===== src/rtl/i2c_txn_scheduler.sv =====
// ---------------------------------------------------------------------------
// i2c_txn_scheduler
//
// Shares one byte-level I2C master engine between N_REQ requesters. Each
// requester submits a single-register transaction (write or read, 7-bit
// device address, 8-bit register address). A round-robin arbiter picks one
// requester. The winner's transaction is turned into a stream of engine
// commands (START / WRITE / READ / STOP). Exactly one response is returned
// per accepted request. Lost arbitration is retried up to MAX_RETRY times.
//
// Ports
//   clk_i, rst_i (async, active-high), srst_i (sync, active-high)
//   req_valid_i/req_ready_o    per-requester handshake (ready is a 1-cycle
//                              one-hot accept pulse)
//   req_rnw_i/req_dev_i/req_reg_i/req_wdata_i
//                              per-requester transaction fields, packed by index
//   rsp_valid_o/rsp_id_o/rsp_rdata_o/rsp_status_o
//                              1-cycle response (status 0=OK 1=NACK 2=ARB)
//   cmd_valid_o/cmd_ready_i/cmd_op_o/cmd_data_o/cmd_nack_o
//                              engine command channel
//   done_i/done_ack_i/done_arblost_i/done_rdata_i
//                              engine completion for the last accepted command
// ---------------------------------------------------------------------------
module i2c_txn_scheduler #(
  parameter int N_REQ     = 4,
  parameter int MAX_RETRY = 3
) (
  input  logic                       clk_i,
  input  logic                       rst_i,
  input  logic                       srst_i,
  input  logic [N_REQ-1:0]           req_valid_i,
  output logic [N_REQ-1:0]           req_ready_o,
  input  logic [N_REQ-1:0]           req_rnw_i,
  input  logic [7*N_REQ-1:0]         req_dev_i,
  input  logic [8*N_REQ-1:0]         req_reg_i,
  input  logic [8*N_REQ-1:0]         req_wdata_i,
  output logic                       rsp_valid_o,
  output logic [$clog2(N_REQ)-1:0]   rsp_id_o,
  output logic [7:0]                 rsp_rdata_o,
  output logic [1:0]                 rsp_status_o,
  output logic                       cmd_valid_o,
  input  logic                       cmd_ready_i,
  output logic [1:0]                 cmd_op_o,
  output logic [7:0]                 cmd_data_o,
  output logic                       cmd_nack_o,
  input  logic                       done_i,
  input  logic                       done_ack_i,
  input  logic                       done_arblost_i,
  input  logic [7:0]                 done_rdata_i
);

  localparam int IDW = $clog2(N_REQ);
  localparam int RW  = $clog2(MAX_RETRY + 2);

  localparam logic [1:0] OP_START = 2'd0;
  localparam logic [1:0] OP_WRITE = 2'd1;
  localparam logic [1:0] OP_READ  = 2'd2;
  localparam logic [1:0] OP_STOP  = 2'd3;

  localparam logic [1:0] ST_OK   = 2'd0;
  localparam logic [1:0] ST_NACK = 2'd1;
  localparam logic [1:0] ST_ARB  = 2'd2;

  typedef enum logic [3:0] {
    S_IDLE, S_GRANT, S_START, S_DEV_W, S_REG, S_WDATA,
    S_RSTART, S_DEV_R, S_RDATA, S_STOP, S_RESP
  } state_t;

  state_t           r_state, w_state_nxt;
  logic             r_wait,  w_wait_nxt;
  logic [IDW-1:0]   r_id,    w_id_nxt;
  logic             r_rnw,   w_rnw_nxt;
  logic [6:0]       r_dev,   w_dev_nxt;
  logic [7:0]       r_reg,   w_reg_nxt;
  logic [7:0]       r_wdata, w_wdata_nxt;
  logic [IDW-1:0]   r_ptr,   w_ptr_nxt;
  logic [RW-1:0]    r_retry, w_retry_nxt;
  logic [1:0]       r_status, w_status_nxt;
  logic [7:0]       r_rdata, w_rdata_nxt;

  logic             w_found;
  logic [IDW-1:0]   w_win;

  // Per-requester field views so the winner can be selected by index.
  logic [6:0] w_dev_arr   [N_REQ];
  logic [7:0] w_reg_arr   [N_REQ];
  logic [7:0] w_wdata_arr [N_REQ];

  for (genvar k = 0; k < N_REQ; k++) begin : g_unpack
    assign w_dev_arr[k]   = req_dev_i[7*k +: 7];
    assign w_reg_arr[k]   = req_reg_i[8*k +: 8];
    assign w_wdata_arr[k] = req_wdata_i[8*k +: 8];
  end

  // Round-robin search: walk from the pointer, wrapping at N_REQ, and take
  // the first requester that is valid.
  always_comb begin
    logic [IDW-1:0] idx;
    w_found = 1'b0;
    w_win   = '0;
    idx     = r_ptr;
    for (int i = 0; i < N_REQ; i++) begin
      if (!w_found && req_valid_i[idx]) begin
        w_found = 1'b1;
        w_win   = idx;
      end
      idx = (idx == IDW'(N_REQ - 1)) ? '0 : idx + 1'b1;
    end
  end

  // State and datapath registers.
  always_ff @(posedge clk_i or posedge rst_i) begin
    if (rst_i) begin
      r_state  <= S_IDLE;
      r_wait   <= 1'b0;
      r_id     <= '0;
      r_rnw    <= 1'b0;
      r_dev    <= '0;
      r_reg    <= '0;
      r_wdata  <= '0;
      r_ptr    <= '0;
      r_retry  <= '0;
      r_status <= ST_OK;
      r_rdata  <= '0;
    end else if (srst_i) begin
      r_state  <= S_IDLE;
      r_wait   <= 1'b0;
      r_id     <= '0;
      r_rnw    <= 1'b0;
      r_dev    <= '0;
      r_reg    <= '0;
      r_wdata  <= '0;
      r_ptr    <= '0;
      r_retry  <= '0;
      r_status <= ST_OK;
      r_rdata  <= '0;
    end else begin
      r_state  <= w_state_nxt;
      r_wait   <= w_wait_nxt;
      r_id     <= w_id_nxt;
      r_rnw    <= w_rnw_nxt;
      r_dev    <= w_dev_nxt;
      r_reg    <= w_reg_nxt;
      r_wdata  <= w_wdata_nxt;
      r_ptr    <= w_ptr_nxt;
      r_retry  <= w_retry_nxt;
      r_status <= w_status_nxt;
      r_rdata  <= w_rdata_nxt;
    end
  end

  // Next-state logic. Every command state has two phases tracked by r_wait:
  // phase 0 presents the command until the engine accepts it, phase 1 waits
  // for done_i. done_i outside phase 1 has nothing to complete and is ignored.
  always_comb begin
    w_state_nxt  = r_state;
    w_wait_nxt   = r_wait;
    w_id_nxt     = r_id;
    w_rnw_nxt    = r_rnw;
    w_dev_nxt    = r_dev;
    w_reg_nxt    = r_reg;
    w_wdata_nxt  = r_wdata;
    w_ptr_nxt    = r_ptr;
    w_retry_nxt  = r_retry;
    w_status_nxt = r_status;
    w_rdata_nxt  = r_rdata;

    case (r_state)
      S_IDLE: begin
        if (w_found) begin
          w_state_nxt = S_GRANT;
          w_id_nxt    = w_win;
          w_rnw_nxt   = req_rnw_i[w_win];
          w_dev_nxt   = w_dev_arr[w_win];
          w_reg_nxt   = w_reg_arr[w_win];
          w_wdata_nxt = w_wdata_arr[w_win];
          w_ptr_nxt   = (w_win == IDW'(N_REQ - 1)) ? '0 : w_win + 1'b1;
        end
      end

      S_GRANT: begin
        w_state_nxt  = S_START;
        w_wait_nxt   = 1'b0;
        w_retry_nxt  = '0;
        w_status_nxt = ST_OK;
        w_rdata_nxt  = '0;
      end

      S_RESP: begin
        w_state_nxt = S_IDLE;
      end

      default: begin
        if (!r_wait) begin
          if (cmd_ready_i) begin
            w_wait_nxt = 1'b1;
          end
        end else if (done_i) begin
          w_wait_nxt = 1'b0;
          if (done_arblost_i) begin
            // The bus is no longer ours, so no STOP is sent; either start over
            // or give up once the retry budget is spent.
            if (r_retry < RW'(MAX_RETRY)) begin
              w_retry_nxt  = r_retry + 1'b1;
              w_state_nxt  = S_START;
              w_status_nxt = ST_OK;
              w_rdata_nxt  = '0;
            end else begin
              w_status_nxt = ST_ARB;
              w_state_nxt  = S_RESP;
            end
          end else begin
            case (r_state)
              S_START:  w_state_nxt = S_DEV_W;
              S_DEV_W: begin
                if (done_ack_i) begin
                  w_state_nxt = S_REG;
                end else begin
                  w_state_nxt  = S_STOP;
                  w_status_nxt = ST_NACK;
                end
              end
              S_REG: begin
                if (!done_ack_i) begin
                  w_state_nxt  = S_STOP;
                  w_status_nxt = ST_NACK;
                end else if (r_rnw) begin
                  w_state_nxt = S_RSTART;
                end else begin
                  w_state_nxt = S_WDATA;
                end
              end
              S_WDATA: begin
                w_state_nxt = S_STOP;
                if (!done_ack_i) begin
                  w_status_nxt = ST_NACK;
                end
              end
              S_RSTART: w_state_nxt = S_DEV_R;
              S_DEV_R: begin
                if (done_ack_i) begin
                  w_state_nxt = S_RDATA;
                end else begin
                  w_state_nxt  = S_STOP;
                  w_status_nxt = ST_NACK;
                end
              end
              S_RDATA: begin
                w_rdata_nxt = done_rdata_i;
                w_state_nxt = S_STOP;
              end
              S_STOP:   w_state_nxt = S_RESP;
              default:  w_state_nxt = S_IDLE;
            endcase
          end
        end
      end
    endcase
  end

  // Outputs decoded from the registered state; everything reads zero when
  // idle, which also gives all-zero outputs straight out of reset.
  always_comb begin
    req_ready_o  = '0;
    rsp_valid_o  = 1'b0;
    rsp_id_o     = '0;
    rsp_rdata_o  = '0;
    rsp_status_o = ST_OK;
    cmd_valid_o  = 1'b0;
    cmd_op_o     = OP_START;
    cmd_data_o   = '0;
    cmd_nack_o   = 1'b0;

    if (r_state == S_GRANT) begin
      req_ready_o = {{(N_REQ-1){1'b0}}, 1'b1} << r_id;
    end

    if (r_state == S_RESP) begin
      rsp_valid_o  = 1'b1;
      rsp_id_o     = r_id;
      rsp_status_o = r_status;
      if (r_rnw && (r_status == ST_OK)) begin
        rsp_rdata_o = r_rdata;
      end
    end

    if (!r_wait) begin
      case (r_state)
        S_START, S_RSTART: begin
          cmd_valid_o = 1'b1;
          cmd_op_o    = OP_START;
        end
        S_DEV_W: begin
          cmd_valid_o = 1'b1;
          cmd_op_o    = OP_WRITE;
          cmd_data_o  = {r_dev, 1'b0};
        end
        S_REG: begin
          cmd_valid_o = 1'b1;
          cmd_op_o    = OP_WRITE;
          cmd_data_o  = r_reg;
        end
        S_WDATA: begin
          cmd_valid_o = 1'b1;
          cmd_op_o    = OP_WRITE;
          cmd_data_o  = r_wdata;
        end
        S_DEV_R: begin
          cmd_valid_o = 1'b1;
          cmd_op_o    = OP_WRITE;
          cmd_data_o  = {r_dev, 1'b1};
        end
        S_RDATA: begin
          cmd_valid_o = 1'b1;
          cmd_op_o    = OP_READ;
          cmd_nack_o  = 1'b1;
        end
        S_STOP: begin
          cmd_valid_o = 1'b1;
          cmd_op_o    = OP_STOP;
        end
        default: begin
        end
      endcase
    end
  end

endmodule


===== config.mk =====
export PLATFORM = sky130hd
export DESIGN_NAME = i2c_txn_scheduler
export DESIGN_NICKNAME = d
export VERILOG_FILES = /design/src/rtl/i2c_txn_scheduler.sv
export SDC_FILE = /design/constraint.sdc
export NUM_CORES = 1
export LEC_CHECK = 0
export BUFFER_PORTS_ARGS = -buffer_cell sky130_fd_sc_hd__buf_4
export CORE_ASPECT_RATIO = 0.6
export CORE_UTILIZATION = 52
export CTS_BUF_LIST = sky130_fd_sc_hd__clkbuf_8
export DETAILED_ROUTE_END_ITERATION = 6
export GPL_ROUTABILITY_DRIVEN = 0
export HOLD_SLACK_MARGIN = 0.05
export MAX_ROUTING_LAYER = met4
export PLACE_DENSITY = 0.88
export SKIP_LAST_GASP = 1
export SYNTH_ARGS = -nofsm -noshare
export SYNTH_HDL_FRONTEND = slang
export SYNTH_SLANG_ARGS = --single-unit

===== constraint.sdc =====
create_clock -name clk_i -period 3.6 [get_ports clk_i]
set_input_delay 1.08 -clock clk_i [delete_from_list [all_inputs] [get_ports clk_i]]
set_output_delay 1.08 -clock clk_i [all_outputs]
set_load 0.1 [all_outputs]

==> impl_metrics.toml <==
[status]
status = "complete, no violations"

[grt]
grt_util_all_layers_pct = 32.8
first_global_vias = 4007
grt_max_degree = 47
grt_overflow = 0
antenna_found_initial = 0
grt_pass1_wl_um = 20200

[floorplan]
boundaryPins = 144
dieArea_um2 = 8220
core_region_area_um2 = 7420
rows = 24
initial_core_util_pct = 55.0
die_h_um = 70.6
dieWidth_um = 116

[yosys]
yosysTopAreaCell = "dfrtp_1"
yosys-top-cells-area = "dfrtp_1 28%, mux2i_1 13%, nand2_1 10%"
synth_nets = 627
synth_most_common_cell = "nand2_1"
synth_top_cell_area_share_pct = 28.2
synth_cell_types = 58
ys.flop_type = "dfrtp_1"
synth-seq-cells = 46
synth_commonest_cells = "113 x nand2_1, 54 x mux2i_1, 46 x dfrtp_1, 45 x a211oi_1, 28 x clkbuf_1"
synthesis.instances = 510
syn-cell-area_um2 = 4080
yosys_warnings = 0
ys_async_sr_fraction_pct = 100
ys_seq_area_share_pct = 28.2
syn_area_per_cell_um2 = 8.00
synth_enable_flop_cells = 0

[place]
port_buffers = 143
dpl.hpwl_um = 9210

[drt]
wl_um = 12800
drcViolationCount = 0
antenna_left = 0
wl_met2_um = 5700
via_per_inst = 6.09
top_layer = "met4"
wl_per_cell_um = 17.5
vias = 4440
drt-pass1-iter-count = 5
wl_met3_um = 1270
wl_met1_um = 5560
dr.first_iter.drc_count = 403

[pwr]
p_int_uw = 1880
seqPwrFrac_pct = 21.3
p_sw_uw = 1910
p_leak_uw = 0.00234
powerDensity_nw_per_um2 = 710
p_comb_share_pct = 68.4
p_clk_share_pct = 10.3
ir_drop_v = 0.000409
swShare_pct = 50.4

[cts]
cts_root_buffer = "clkbuf_8"
cts_made_buffers = 5
clock_latency_ps = 300
clk_path_buf_depth = 2
cts_max_level = 2
clkTransAtPathRegs_ps = 90
clock-sinks = 46
cts_tree = "built"

[sta]
rsz0062_at_grt = "false"
setup_viol = 0
post-route-period-util_pct = 93.9
period_needed_ps = 3380
hold_ws_ps = 479
finalHoldViolCount = 0
maxSlewHeadroom_pct = 34.5
worstMarginPinSlew_ps = 981
clock_skew_ps = 5.05
max_freq_ghz = 0.296
report.final.slew_viol_count = 0
fin_tns_setup_ps = 0

[worst_setup_path]
crit_chain = "buf_4, nor4b_1, and3_1, buf_4"
critPathMaxStageDelay_ps = 620
rrSetupSlack_ps = 260
worstPathMaxFanout = 12
path_buf_inv = 2
required_ps = 2520
end_kind = "output port"
crit_path_frequent_cell = "buf_4"
critPathLaunch = "r_state[0]"
crit_arrival_ps = 2300
r2r_cells = 8
r2r_start = "r_ptr[1]"
crit_family = "simple AND/OR/NAND/NOR gates"
critical_path.slowest_cell = "nor4b_1"
crit_path_start_kind = "register"
r2r_end = "r_dev[3]"
worstSetupPathType = "reg -> out"

[layout]
insertedDiodeCount = 0
nNetsFinal = 741
area_growth_pct = 30.8
final_layout_size_suffix_gt1_share_pct = 31.5

[worst_hold_path]
min_to = "r_rdata[4]"
hold_path_depth = 2
hp-start = "r_rdata[4]"
hold_path.class = "reg -> reg"

[run]
maxCapViolations = 0
[worst max-delay path by stage]
stage	depth (start not counted)	slack (ps)	to
detailed placement	8	310	r_dev[0]
global route	7	40	cmd_data_o[3]
CTS	7	180	cmd_data_o[3]
global placement	8	410	r_wdata[5]
finish	4	220	req_ready_o[3]
floorplan	5	-770	cmd_valid_o
[per-layer routing]
metal	global-route usage (%)	vias up
li1	-	2088
met1	46.1	2077
met2	47.0	244
met3	7.46	31
met4	9.54	0
met5	-	-
[power groups by stage]
| stage | Clock (uW) | Sequential (uW) | Combinational (uW) |
|---|---|---|---|
| finish | 389 | 807 | 2590 |
| floorplan | 0 | 749 | 2090 |
| detailed placement | 0 | 808 | 2530 |
| global placement | 0 | 799 | 2430 |
| CTS | 390 | 798 | 2560 |
| global route | 418 | 823 | 2780 |
[worst reg2reg max path, cell delays in order, from the launching register on]
cell       delay (ps)
dfrtp_1           500
ha_1              600
mux4_2            670
nor2b_1           310
o31ai_4           170
a2bb2oi_4         230
buf_4             320
mux2i_1           310
o211ai_1          110
[layout make-up]
class | instances | area, um2
Sequential cell | 46 | 1150
Inverter | 6 | 22.5
Timing Repair Buffer | 156 | 1180
Clock buffer | 5 | 68.8
Tap cell | 104 | 130
Multi-Input combinational cell | 409 | 2740
Clock inverter | 3 | 40.0
Fill cell | 573 | 2080
[kinds of logic after synthesis]
group / share of synthesized area (%)
AO/OA/AOI/OAI: 26.1
adder cells (fa/ha/maj): 0.859
flip-flops: 28.2
multiplexers: 15.5
buffers and inverters: 6.68
XOR/XNOR: 0.429
AND/OR/NAND/NOR: 22.2
[cells in the final DEF (no fill, tap or decap), types with 2 or more instances in the layout]
| master | count |
|---|---|
| mux2i_1 | 54 |
| a21oi_2 | 8 |
| nand3b_1 | 2 |
| xnor2_1 | 2 |
| o21ai_0 | 25 |
| or3_1 | 2 |
| nor2b_1 | 8 |
| or4_1 | 2 |
| nand2b_1 | 6 |
| nand2_1 | 113 |
| a211o_1 | 2 |
| buf_4 | 155 |
| nor4b_1 | 3 |
| a31oi_1 | 3 |
| nor3_2 | 2 |
| and2_1 | 14 |
| inv_1 | 5 |
| mux4_2 | 2 |
| nor3b_1 | 4 |
| nand3_1 | 3 |
| dfrtp_1 | 46 |
| o211ai_1 | 23 |
| a21o_1 | 2 |
| a211oi_1 | 45 |
| nor3_1 | 6 |
| a22oi_1 | 3 |
| nor2_1 | 18 |
| clkbuf_8 | 5 |
| nor2_2 | 4 |
| clkinv_2 | 2 |
| and3_1 | 2 |
| mux2_2 | 4 |
| o221ai_1 | 6 |
| a21oi_1 | 12 |
| o31a_1 | 2 |
| ha_1 | 2 |
| a221o_1 | 2 |
[stage by stage]
stage / instances / setup slack [ps] / area, um2 / total power [uW] / utilization (%)
CTS: 729 / 176 / 5330 / 3750 / 71.9
floorplan: 510 / -772 / 4130 / 2840 / -
global route: 729 / 36.9 / 5340 / 4020 / 71.9
finish: 729 / 220 / 5340 / 3790 / 71.9
global placement: 721 / 410 / 5230 / 3230 / 70.4
detailed placement: 721 / 312 / 5230 / 3340 / 70.4
[repair_timing]
item,CTS,global route
hold buffers,0,0
buffers inserted,0,0
setup endpoints to repair,0,5
resized for setup,0,1
Power figures use the tool's default switching activity.
